[src/rtl/object_slot_scheduler.sv]
// Object slot scheduler: periodically spawns objects into the lowest free slot
// and retires them when they are sliced or leave the screen.
module object_slot_scheduler #(
  parameter int N_SLOTS      = 4,
  parameter int SPAWN_PERIOD = 60,
  parameter int X_MIN        = 64
) (
  input  logic               clk,
  input  logic               rst,
  input  logic               game_en,
  input  logic               frame_tick,
  input  logic [N_SLOTS-1:0] oob_flag,
  input  logic [N_SLOTS-1:0] cut_flag,
  input  logic               spawn_ready,
  output logic [N_SLOTS-1:0] slot_active,
  output logic               spawn_valid,
  output logic [1:0]         spawn_slot,
  output logic [9:0]         spawn_x,
  output logic               miss_pulse,
  output logic [2:0]         free_count
);

  localparam int CNT_W = (SPAWN_PERIOD > 1) ? $clog2(SPAWN_PERIOD) : 1;

  typedef enum logic [1:0] {IDLE, WAIT, SEARCH, SPAWN} state_t;

  state_t             state, state_next;
  logic [CNT_W-1:0]   frame_cnt, frame_cnt_next;
  logic [9:0]         lfsr;
  logic [1:0]         spawn_slot_next;
  logic [9:0]         spawn_x_next;
  logic               accept;
  logic               free_found;
  logic [1:0]         free_idx;
  logic [2:0]         active_cnt;
  logic [N_SLOTS-1:0] arm;
  logic [N_SLOTS-1:0] set_mask;
  logic [N_SLOTS-1:0] release_mask;
  logic [N_SLOTS-1:0] miss_mask;

  assign spawn_valid = (state == SPAWN);

  // Lowest-index inactive slot wins: scan from the top so the last hit is the lowest.
  always_comb begin
    free_found = 1'b0;
    free_idx   = 2'd0;
    for (int i = N_SLOTS - 1; i >= 0; i--) begin
      if (!slot_active[i]) begin
        free_found = 1'b1;
        free_idx   = 2'(i);
      end
    end
  end

  always_comb begin
    active_cnt = 3'd0;
    for (int i = 0; i < N_SLOTS; i++) begin
      active_cnt = active_cnt + 3'(slot_active[i]);
    end
  end

  always_comb begin
    state_next      = state;
    frame_cnt_next  = frame_cnt;
    spawn_slot_next = spawn_slot;
    spawn_x_next    = spawn_x;
    accept          = 1'b0;
    case (state)
      IDLE: begin
        state_next     = WAIT;
        frame_cnt_next = '0;
      end
      WAIT: begin
        if (frame_tick) begin
          if (frame_cnt == CNT_W'(SPAWN_PERIOD - 1)) begin
            frame_cnt_next = '0;
            state_next     = SEARCH;
          end else begin
            frame_cnt_next = frame_cnt + 1'b1;
          end
        end
      end
      SEARCH: begin
        if (free_found) begin
          spawn_slot_next = free_idx;
          spawn_x_next    = 10'(X_MIN) + {1'b0, lfsr[8:0]};
          state_next      = SPAWN;
        end else begin
          state_next = WAIT;
        end
      end
      SPAWN: begin
        if (spawn_ready) begin
          accept     = 1'b1;
          state_next = WAIT;
        end
      end
      default: state_next = IDLE;
    endcase
    // Disabling the game overrides everything, including an in-flight handshake.
    if (!game_en) begin
      state_next = IDLE;
      accept     = 1'b0;
    end
  end

  always_ff @(posedge clk or posedge rst) begin
    if (rst) begin
      state      <= IDLE;
      frame_cnt  <= '0;
      spawn_slot <= 2'd0;
      spawn_x    <= 10'd0;
      lfsr       <= 10'h2A5;
      miss_pulse <= 1'b0;
      free_count <= 3'(N_SLOTS);
    end else begin
      state      <= state_next;
      frame_cnt  <= frame_cnt_next;
      spawn_slot <= spawn_slot_next;
      spawn_x    <= spawn_x_next;
      lfsr       <= {lfsr[8:0], lfsr[9] ^ lfsr[6]};
      miss_pulse <= |miss_mask;
      free_count <= 3'(N_SLOTS) - active_cnt;
    end
  end

  generate
    for (genvar gi = 0; gi < N_SLOTS; gi++) begin : g_slot
      assign set_mask[gi]     = accept && (spawn_slot == 2'(gi));
      assign release_mask[gi] = slot_active[gi] && (cut_flag[gi] || (oob_flag[gi] && arm[gi]));
      assign miss_mask[gi]    = slot_active[gi] && oob_flag[gi] && arm[gi] && !cut_flag[gi];

      // The arm bit keeps a stale out-of-bound flag from killing a freshly spawned object.
      always_ff @(posedge clk or posedge rst) begin
        if (rst) begin
          slot_active[gi] <= 1'b0;
          arm[gi]         <= 1'b0;
        end else begin
          if (set_mask[gi]) begin
            slot_active[gi] <= 1'b1;
            arm[gi]         <= 1'b0;
          end else begin
            if (release_mask[gi]) begin
              slot_active[gi] <= 1'b0;
            end
            if (frame_tick && slot_active[gi]) begin
              arm[gi] <= 1'b1;
            end
          end
        end
      end
    end
  endgenerate

endmodule
[config.mk]
export PLATFORM = sky130hd
export DESIGN_NAME = object_slot_scheduler
export DESIGN_NICKNAME = d
export VERILOG_FILES = /design/src/rtl/object_slot_scheduler.sv
export SDC_FILE = /design/constraint.sdc
export NUM_CORES = 1
export LEC_CHECK = 0
export BUFFER_PORTS_ARGS = -buffer_cell sky130_fd_sc_hd__buf_4
export CORE_ASPECT_RATIO = 0.9
export CORE_MARGIN = 8
export CORE_UTILIZATION = 40
export DETAILED_ROUTE_END_ITERATION = 10
export SLEW_MARGIN = 20
export SYNTH_ARGS = -nofsm -noshare
export SYNTH_HDL_FRONTEND = slang
export SYNTH_SLANG_ARGS = --single-unit
export TNS_END_PERCENT = 20
[constraint.sdc]
create_clock -name clk -period 1.78 [get_ports clk]
set_input_delay 0.267 -clock clk [delete_from_list [all_inputs] [get_ports clk]]
set_output_delay 0.267 -clock clk [all_outputs]
set_load 0.01 [all_outputs]
==> impl_metrics.ini, run 1 <==
[synth]
synthArstFlopShare_pct = 100
ys_warn_count = 0
synth_area_leaders = dfrtp_1, dfstp_2, ha_1
avgSynthCellArea_sq_um = 11.3
synth_top_cell_by_area = dfrtp_1
ys_seq_area_share_pct = 57.9
synth_area_sq_um = 1830
yosys_register_bits = 42
syn_nets = 184
synthCells = 162
ys_types = 40
synth_top_area_share_pct = 49.3
synth_ff_type = dfrtp_1
synth-edff-count = 0

[critical_path]
critical_path_class = reg2reg
crit_path_end_kind = register
slowest_stage = dfrtp_1
crit_path_max_fanout = 4
worstPathArrival_ns = 1.77
critPathMaxStageDelay_ns = 0.42
crit_chain = ha_1 -> and2b_2 -> nor3b_4 -> nor3_1 -> o31a_1
cp.required_ns = 1.95
critPathLaunchType = register

[finish]
antenna_cells = 0
synthToLayoutAreaGrowth_pct = 24.2
final_cells = 265
post-route-util_pct = 51.2
nFillCells = 403
nets = 224
drive_above_1_share_pct = 29.6

[sta]
finClkSkew_ns = 0.00564
setup_ws_ns = 0.183
worst_pin_slew_ns = 0.521
grt_setup_unrepaired = no
period_share_pct = 89.7
fmax_mhz = 626
setup_viol = 0
slew_viol_final = 0
slew_headroom_pct = 65.3
final.setup.tns_ns = 0
hold_viol_final = 0
min_period_ns = 1.60

[clock_tree]
clock-sinks = 42
ctsHoldBuffers = 0
postCtsSetupBuffers = 0
cts_buffers = 5
cts.reportedPaths.clkPinSlew_ns = 0.08
clk-insertion-delay-late_ns = 0.29
cts_tree = built
cts_root_buf = clkbuf_8
cts-htree-levels = 2
clock_path_buffers = 2

[detailed_routing]
drt_iter0_markers = 50
routed_via_density = 5.08
wire_per_inst_um = 14.7
wirelength_mm = 3.89
drcViolationCount = 0
vias = 1346
dr.pass1.iters = 4
detail-route-antenna-nets = 0

[global_route]
grt_pass1_wl_mm = 6.38
grt_pass1_vias = 1387
grt_usage_pct = 11.8
antenna_found_initial = 0
overflow = 0
grt_max_degree = 43

[placed_design]
gp_congestion = 0.885
post-place-ws_ns = 0.166
placed_cells = 257
dp_hpwl_mm = 2.84
portBuffers = 33

[run_status]
outcome = finished clean

[power_and_ir_drop]
clkPwrFrac_pct = 39.6
p_switching_mw = 0.415
power.leakage_nw = 1.10
combPwrFrac_pct = 6.8
total_power_mw = 1.86
seqPwrFrac_pct = 53.6
peakVddDrop_mv = 0.375
p_per_area_nw_per_um2 = 820
swShare_pct = 22.3
p_int_mw = 1.45

[die]
num_rows = 23
io_pins = 34
dieArea_sq_um = 6990
design.core.area_sq_um = 4430
initial_core_util_pct = 41.2
die_h_um = 80.1
die_w_um = 87.3

[hold_path]
hp-class = in2async

[run]
drv_cap = 0
[routing by layer]
metal,share of wire [%],wire length (um),GRT usage (%)
met5,0,0,0
met4,2.4,93,5.32
met3,6.4,247,4.69
met2,47,1850,18.9
met1,44,1700,13.6
[synth_stat cells (2+ instances only)]
library cell and count:
o22ai_1 4, mux2_2 7, nor2b_1 2, inv_1 13, a21o_1 2, nand4_1 5
dfrtp_1 36, nand2_1 16, ha_1 8, nor2_1 9, clkbuf_1 2, and2_1 2
o21ai_0 6, nand3_1 6, nor3_1 4, dfstp_2 6, a21oi_1 11
[critical path, delay by kind of cell, from the launching register on]
kind,cells,cell delay [ns]
AND/OR/NAND/NOR,3,0.54
flip-flops,1,0.42
AO/OA/AOI/OAI,1,0.29
adder cells (fa/ha/maj),1,0.24
[power by group through the flow]
stage          combinational, mW  clock (mW)  sequential [mW]
2_1_floorplan             0.0684           0             1.01
3_3_place_gp               0.122           0             1.02
3_5_place_dp               0.128           0             1.02
4_1_cts                    0.129       0.758            0.998
5_1_grt                    0.144       0.793             1.00
6_report                   0.127       0.737            0.998
[final cells by class]
type                    instances  area, sq um  share of cell area [%]
repair buffers                 36          270                    11.9
flip-flops and latches         42         1060                    46.6
clock inverters                 2         37.5                    1.65
multi-input cells             103          702                    30.9
clock buffers                   6         72.6                    3.20
inverters                      14         52.6                    2.31
well taps                      62         77.6                    3.42
[cell families (layout without fill, tap and decap cells)]
| logic type | count (synthesis) | in the layout | synth area share (%) |
|---|---|---|---|
| mux | 8 | 8 | 4.86 |
| flops | 42 | 42 | 57.9 |
| xor+xnor | 2 | 2 | 0.958 |
| buf+inv | 17 | 58 | 3.70 |
| fa+ha+maj | 9 | 9 | 6.57 |
| simple gates | 51 | 51 | 14.6 |
| compound gates | 33 | 33 | 11.4 |
[per-stage QoR]
step / instance area (sq um) / hold WS (ns)
final: 2270 / 0.119
after global routing: 2270 / 0.169
after CTS: 2270 / 0.135
after detailed placement: 2160 / 0.361
after global placement: 2160 / 0.355
after floorplan: 1830 / 0.350
[sequential cells by signal, summed over array words and instances, names as in the netlist]
signal       cells
lfsr            10
spawn_x         10
frame_cnt        6
arm              4
slot_active      4
free_count       3
spawn_slot       2
state            2
miss_pulse       1
[worst paths after layout]
kind / from / to / slack (ns) / cells after the start
setup reg to reg: state[1] / state[1] / 0.18 / 5
min in group clk: cut_flag[3] / slot_active[3] / 0.19 / 2
setup / recovery: state[1] / state[1] / 0.18 / 5
hold reg to reg: lfsr[4] / lfsr[5] / 0.38 / 0
hold / removal: rst / free_count[0] / 0.12 / 3
max in group asynchronous: rst / lfsr[5] / 1.29 / 3
[layout by cell type (no fill, tap or decap), types with 2 or more instances in the layout]
cell type | synthesis | final
dfrtp_1 | 36 | 36
buf_4 | 1 | 36
nand2_1 | 16 | 16
inv_1 | 13 | 13
a21oi_1 | 11 | 11
nor2_1 | 9 | 9
ha_1 | 8 | 8
mux2_2 | 7 | 7
nand3_1 | 6 | 6
o21ai_0 | 6 | 6
dfstp_2 | 6 | 6
nand4_1 | 5 | 5
clkbuf_8 | 0 | 5
nor3_1 | 4 | 4
o22ai_1 | 4 | 4
a21o_1 | 2 | 2
and2_1 | 2 | 2
nor2b_1 | 2 | 2
[what timing repair did]
item / 4_1_cts / 5_1_grt
endpoints found under the hold margin: 0 / 0
endpoints found under the setup margin: 0 / 1
gates resized for setup: 0 / 1
Power figures use the tool's default switching activity.
==> inputs of run 2 (changes only) <==
--- a/config.mk
+++ b/config.mk
@@ -6,10 +6,13 @@
 export NUM_CORES = 1
 export LEC_CHECK = 0
 export BUFFER_PORTS_ARGS = -buffer_cell sky130_fd_sc_hd__buf_4
+export CELL_PAD_IN_SITES_DETAIL_PLACEMENT = 1
+export CELL_PAD_IN_SITES_GLOBAL_PLACEMENT = 1
 export CORE_ASPECT_RATIO = 0.9
 export CORE_MARGIN = 8
 export CORE_UTILIZATION = 40
 export DETAILED_ROUTE_END_ITERATION = 10
+export PLACE_DENSITY_LB_ADDON = 0.1
 export SLEW_MARGIN = 20
 export SYNTH_ARGS = -nofsm -noshare
 export SYNTH_HDL_FRONTEND = slang
==> run 2 against run 1 <==
Compared with the run above: die area unchanged; first-iteration DRC count decreased by 8.0%; count of clock-buffer cells in the layout decreased by 1; largest cell class unchanged; highest routed layer unchanged.
==> impl_metrics.ini, run 2 (synthesized netlist as in run 1, its figures left out) <==
[sta]
hold_viol_final = 0
min_period_ns = 1.65
period_share_pct = 92.5
finClkSkew_ns = 0.00421
final.setup.tns_ns = 0
setup_viol = 0
slew_headroom_pct = 64.3
worst_pin_slew_ns = 0.536
grt_setup_unrepaired = no
fmax_mhz = 607
slew_viol_final = 0

[critical_path]
r2r_slack_ns = 0.13
worstPathArrival_ns = 1.83
critPathMaxStageDelay_ns = 0.38
critPathLaunchType = register
cp.required_ns = 1.96
crit_path_max_fanout = 13
critical_path_class = reg2reg
crit_path_end_kind = register
cp.buffers_inverters = 2
slowest_stage = dfrtp_1
crit_family = flip-flops
crit_chain = inv_1 -> ha_1 -> o21ai_1 -> buf_4 -> mux2_2

[global_route]
grt_pass1_wl_mm = 7.04
grt_pass1_vias = 1421
antenna_found_initial = 0
overflow = 0
grt_usage_pct = 13.0
grt_max_degree = 43

[detailed_routing]
vias = 1372
drt_iter0_markers = 46
drcViolationCount = 0
wirelength_mm = 4.31
routed_via_density = 5.20
detail-route-antenna-nets = 0
dr.pass1.iters = 4
wire_per_inst_um = 16.3

[die]
initial_core_util_pct = 41.2
io_pins = 34
die_w_um = 87.3
design.core.area_sq_um = 4430
die_h_um = 80.1
num_rows = 23
dieArea_sq_um = 6990

[clock_tree]
cts_root_buf = clkbuf_8
cts-htree-levels = 2
clk-insertion-delay-late_ns = 0.29
cts.repair.resized = 0
clock-sinks = 42
postCtsSetupBuffers = 0
cts.reportedPaths.clkPinSlew_ns = 0.08
cts_tree = built
ctsHoldBuffers = 0
clock_path_buffers = 2
cts_buffers = 5

[finish]
post-route-util_pct = 50.8
nFillCells = 511
multi_input_area_sq_um = 704
final_common_cell = dfrtp_1
top_regs = lfsr (10), spawn_x (10), frame_cnt (6)
register_area_sq_um = 1060
final_cells = 264
drive_above_1_share_pct = 30.2
synthToLayoutAreaGrowth_pct = 23.1
antenna_cells = 0
nets = 223
fin_area_sq_um = 2250
mostFrequentLayoutCells = dfrtp_1, buf_4, nand2_1

[placed_design]
placed_cells = 256
place_area_sq_um = 2150
dp_hpwl_mm = 3.19
portBuffers = 33
gp_congestion = 0.821

[power_and_ir_drop]
p_per_area_nw_per_um2 = 775
power.leakage_nw = 1.08
peakVddDrop_mv = 0.398

[hold_path]
hp-class = in2async

[run]
drv_cap = 0

[run_status]
outcome = finished clean
-- run 2: per-layer routing --
metal | up-vias | GRT usage, % | part of all wire (%)
met5 | - | 0 | 0
met4 | 0 | 4.63 | 1.3
met3 | 9 | 5.20 | 5.5
met2 | 27 | 20.5 | 49
met1 | 691 | 15.8 | 44
li1 | 645 | - | -
-- run 2: final cells by class --
| type | instances | area share (%) |
|---|---|---|
| clock buffer | 5 | 3.06 |
| tap | 62 | 3.45 |
| sequential | 42 | 47.1 |
| multi-input combinational | 103 | 31.3 |
| clock inverter | 3 | 0.945 |
| timing repair buffer | 35 | 11.7 |
| inverter | 14 | 2.50 |
-- run 2: power by group --
group,internal (mW),switching (mW),total [mW]
combinational,0.0562,0.0753,0.131
clock,0.275,0.339,0.614
sequential,0.975,0.0243,0.999
total,1.31,0.438,1.74
-- run 2: stage by stage --
step                power, mW  setup slack [ns]  hold slack [ns]
global route             1.83            0.0162            0.149
global placement         1.14             0.198            0.364
finish                   1.74             0.133            0.108
floorplan                1.08             0.196            0.350
CTS                      1.78            0.0361            0.115
detailed placement       1.15            0.0668            0.367
-- run 2: worst paths after layout --
check / from / end / depth (start not counted)
setup reg to reg: state[0] / spawn_x[7] / 5
setup / recovery: state[0] / spawn_x[7] / 5
hold reg to reg: lfsr[1] / lfsr[2] / 0
hold / removal: rst / lfsr[8] / 3
min in group clk: cut_flag[3] / slot_active[3] / 2
max in group asynchronous: rst / free_count[2] / 3
-- run 2: worst min-delay path: stages --
cell and delay, ns:
buf_4 0.11, inv_1 0.04, buf_4 0.45
==> inputs of run 3 (changes only) <==
--- a/config.mk
+++ b/config.mk
@@ -13,6 +13,8 @@
 export CORE_UTILIZATION = 40
 export DETAILED_ROUTE_END_ITERATION = 10
 export PLACE_DENSITY_LB_ADDON = 0.1
+export REMOVE_ABC_BUFFERS = 1
+export SETUP_SLACK_MARGIN = 0.2
 export SLEW_MARGIN = 20
 export SYNTH_ARGS = -nofsm -noshare
 export SYNTH_HDL_FRONTEND = slang
==> run 3 against run 2 <==
Compared with the run above: worst setup slack improved by 0.086 ns; critical path depth unchanged; register-to-register slack better by 0.09 ns; global-route usage increased by 0.13 points; non-clock buffer count is 10 higher; cell count up 3.8%; combinational power grew 5%; first-iteration DRC count fell by 8.7%; sequential share of layout area fell by 2.8 points; power is 8.8% higher; via count increased by 2.0%; highest routed layer unchanged.
==> impl_metrics.ini, run 3 (synthesized netlist as in run 1, its figures left out) <==
[run_status]
outcome = finished clean

[critical_path]
slowest_stage = dfrtp_1
critPathMaxStageDelay_ns = 0.43
crit_family = simple AND/OR/NAND/NOR gates
cp.buffers_inverters = 0
reg2reg_depth = 5
crit_path_end_kind = register
critical_path_class = reg2reg
crit_path_max_fanout = 4
critPathLaunchType = register
crit_chain = ha_2 -> and2b_2 -> nor3b_4 -> nor3_2 -> o31a_1
cp.required_ns = 1.96
r2r_slack_ns = 0.22
worstPathArrival_ns = 1.74
cp.depth = 5

[global_route]
busiest_layer = met2
global_route.usage.met1_pct = 15.8
antenna_found_initial = 0
overflow = 0
grt_max_degree = 43
grt_pass1_vias = 1434
met3_usage_pct = 3.98
use_met2_pct = 21.6
grt_usage_pct = 13.2
grt_pass1_wl_mm = 7.06

[detailed_routing]
wirelength_mm = 4.40
detail-route-antenna-nets = 0
dr.pass1.iters = 4
wire_per_inst_um = 16.0
routed_via_density = 5.11
vias = 1400
drt_iter0_markers = 42
drcViolationCount = 0

[sta]
final.setup.tns_ns = 0
period_share_pct = 87.7
slew_viol_final = 0
worst_pin_slew_ns = 0.513
finClkSkew_ns = 0.00696
fmax_mhz = 640
grt_setup_unrepaired = yes
whs_ns = 0.0961
setup_viol = 0
min_period_ns = 1.56
hold_viol_final = 0
slew_headroom_pct = 65.8

[die]
die_w_um = 87.3
die_h_um = 80.1
dieArea_sq_um = 6990
initial_core_util_pct = 41.2
num_rows = 23
io_pins = 34
design.core.area_sq_um = 4430

[clock_tree]
cts.reportedPaths.clkPinSlew_ns = 0.08
cts_root_buf = clkbuf_8
cts_tree = built
clock-sinks = 42
clock_path_buffers = 2
cts_buffers = 5
cts-htree-levels = 2
clk-insertion-delay-late_ns = 0.30

[placed_design]
placed_cells = 257
portBuffers = 33
dp_hpwl_mm = 3.21
gp_congestion = 0.845

[finish]
nFillCells = 507
multi_input_area_sq_um = 756
final_cells = 274
final_common_cell = buf_4
antenna_cells = 0
register_area_sq_um = 1060
top_regs = lfsr (10), spawn_x (10), frame_cnt (6)
synthToLayoutAreaGrowth_pct = 31.3
nets = 233
mostFrequentLayoutCells = buf_4, dfrtp_1, nand2_1
drive_above_1_share_pct = 38.2

[run]
drv_cap = 0

[hold_path]
hp-class = in2async

[power_and_ir_drop]
p_per_area_nw_per_um2 = 790
power.leakage_nw = 1.16
peakVddDrop_mv = 0.476
-- run 3: cell count changes in the layout (fill, tap and decap cells not counted), moves of 2 or more --
cell,previous run,this run
ha_1,7,4
buf_4,35,43
dfrtp_2,0,3
ha_4,0,2
dfrtp_1,36,33
clkinvlp_4,2,0
-- run 3: repair_timing --
item	CTS	global route
cloned	0	1
setup buffers	2	6
endpoints found under the setup margin	9	10
hold buffers	0	0
gates resized for setup	6	9
pin swaps	0	4
hold endpoints to repair	0	0
-- run 3: through the flow --
step           total power [mW]  instance area, sq um  utilization, %  worst slack (ns)
2_1_floorplan              1.08                  1810               -            0.0920
3_3_place_gp               1.14                  2160            48.8             0.185
3_5_place_dp               1.15                  2160            48.8             0.139
4_1_cts                    1.92                  2300            51.9             0.172
5_1_grt                    1.98                  2400            54.2             0.138
6_report                   1.90                  2400            54.2             0.218
-- run 3: worst paths after layout --
kind | start | to
worst min register to register | lfsr[4] | lfsr[5]
worst max register to register | state[1] | state[1]
worst max-delay path | state[1] | state[1]
min in group clk | cut_flag[3] | slot_active[3]
max in group asynchronous | rst | slot_active[2]
worst min-delay path | rst | frame_cnt[5]
-- run 3: cell type report --
| cell class | count | share of cell area (%) |
|---|---|---|
| clock inverters | 3 | 1.82 |
| multi-input cells | 103 | 31.5 |
| clock buffers | 5 | 2.87 |
| flip-flops and latches | 42 | 44.2 |
| well taps | 62 | 3.23 |
| repair buffers | 45 | 14.1 |
| inverters | 14 | 2.24 |
-- run 3: report_power, final --
group | switching, mW | leakage, nW | internal [mW] | total, mW
clock network | 0.340 | 0.0585 | 0.420 | 0.760
logic | 0.0772 | 0.547 | 0.0602 | 0.137
registers | 0.0249 | 0.550 | 0.975 | 1.00
-- run 3: layer usage --
metal	wire length [um]	vias up
li1	-	666
met1	1940	699
met2	2180	27
met3	209	8
met4	59	0
met5	0	-
-- run 3: worst register-to-register path: stages (launching register included) --
cell	delay, ns
dfrtp_1	0.43
ha_2	0.21
and2b_2	0.23
nor3b_4	0.23
nor3_2	0.06
o31a_1	0.28
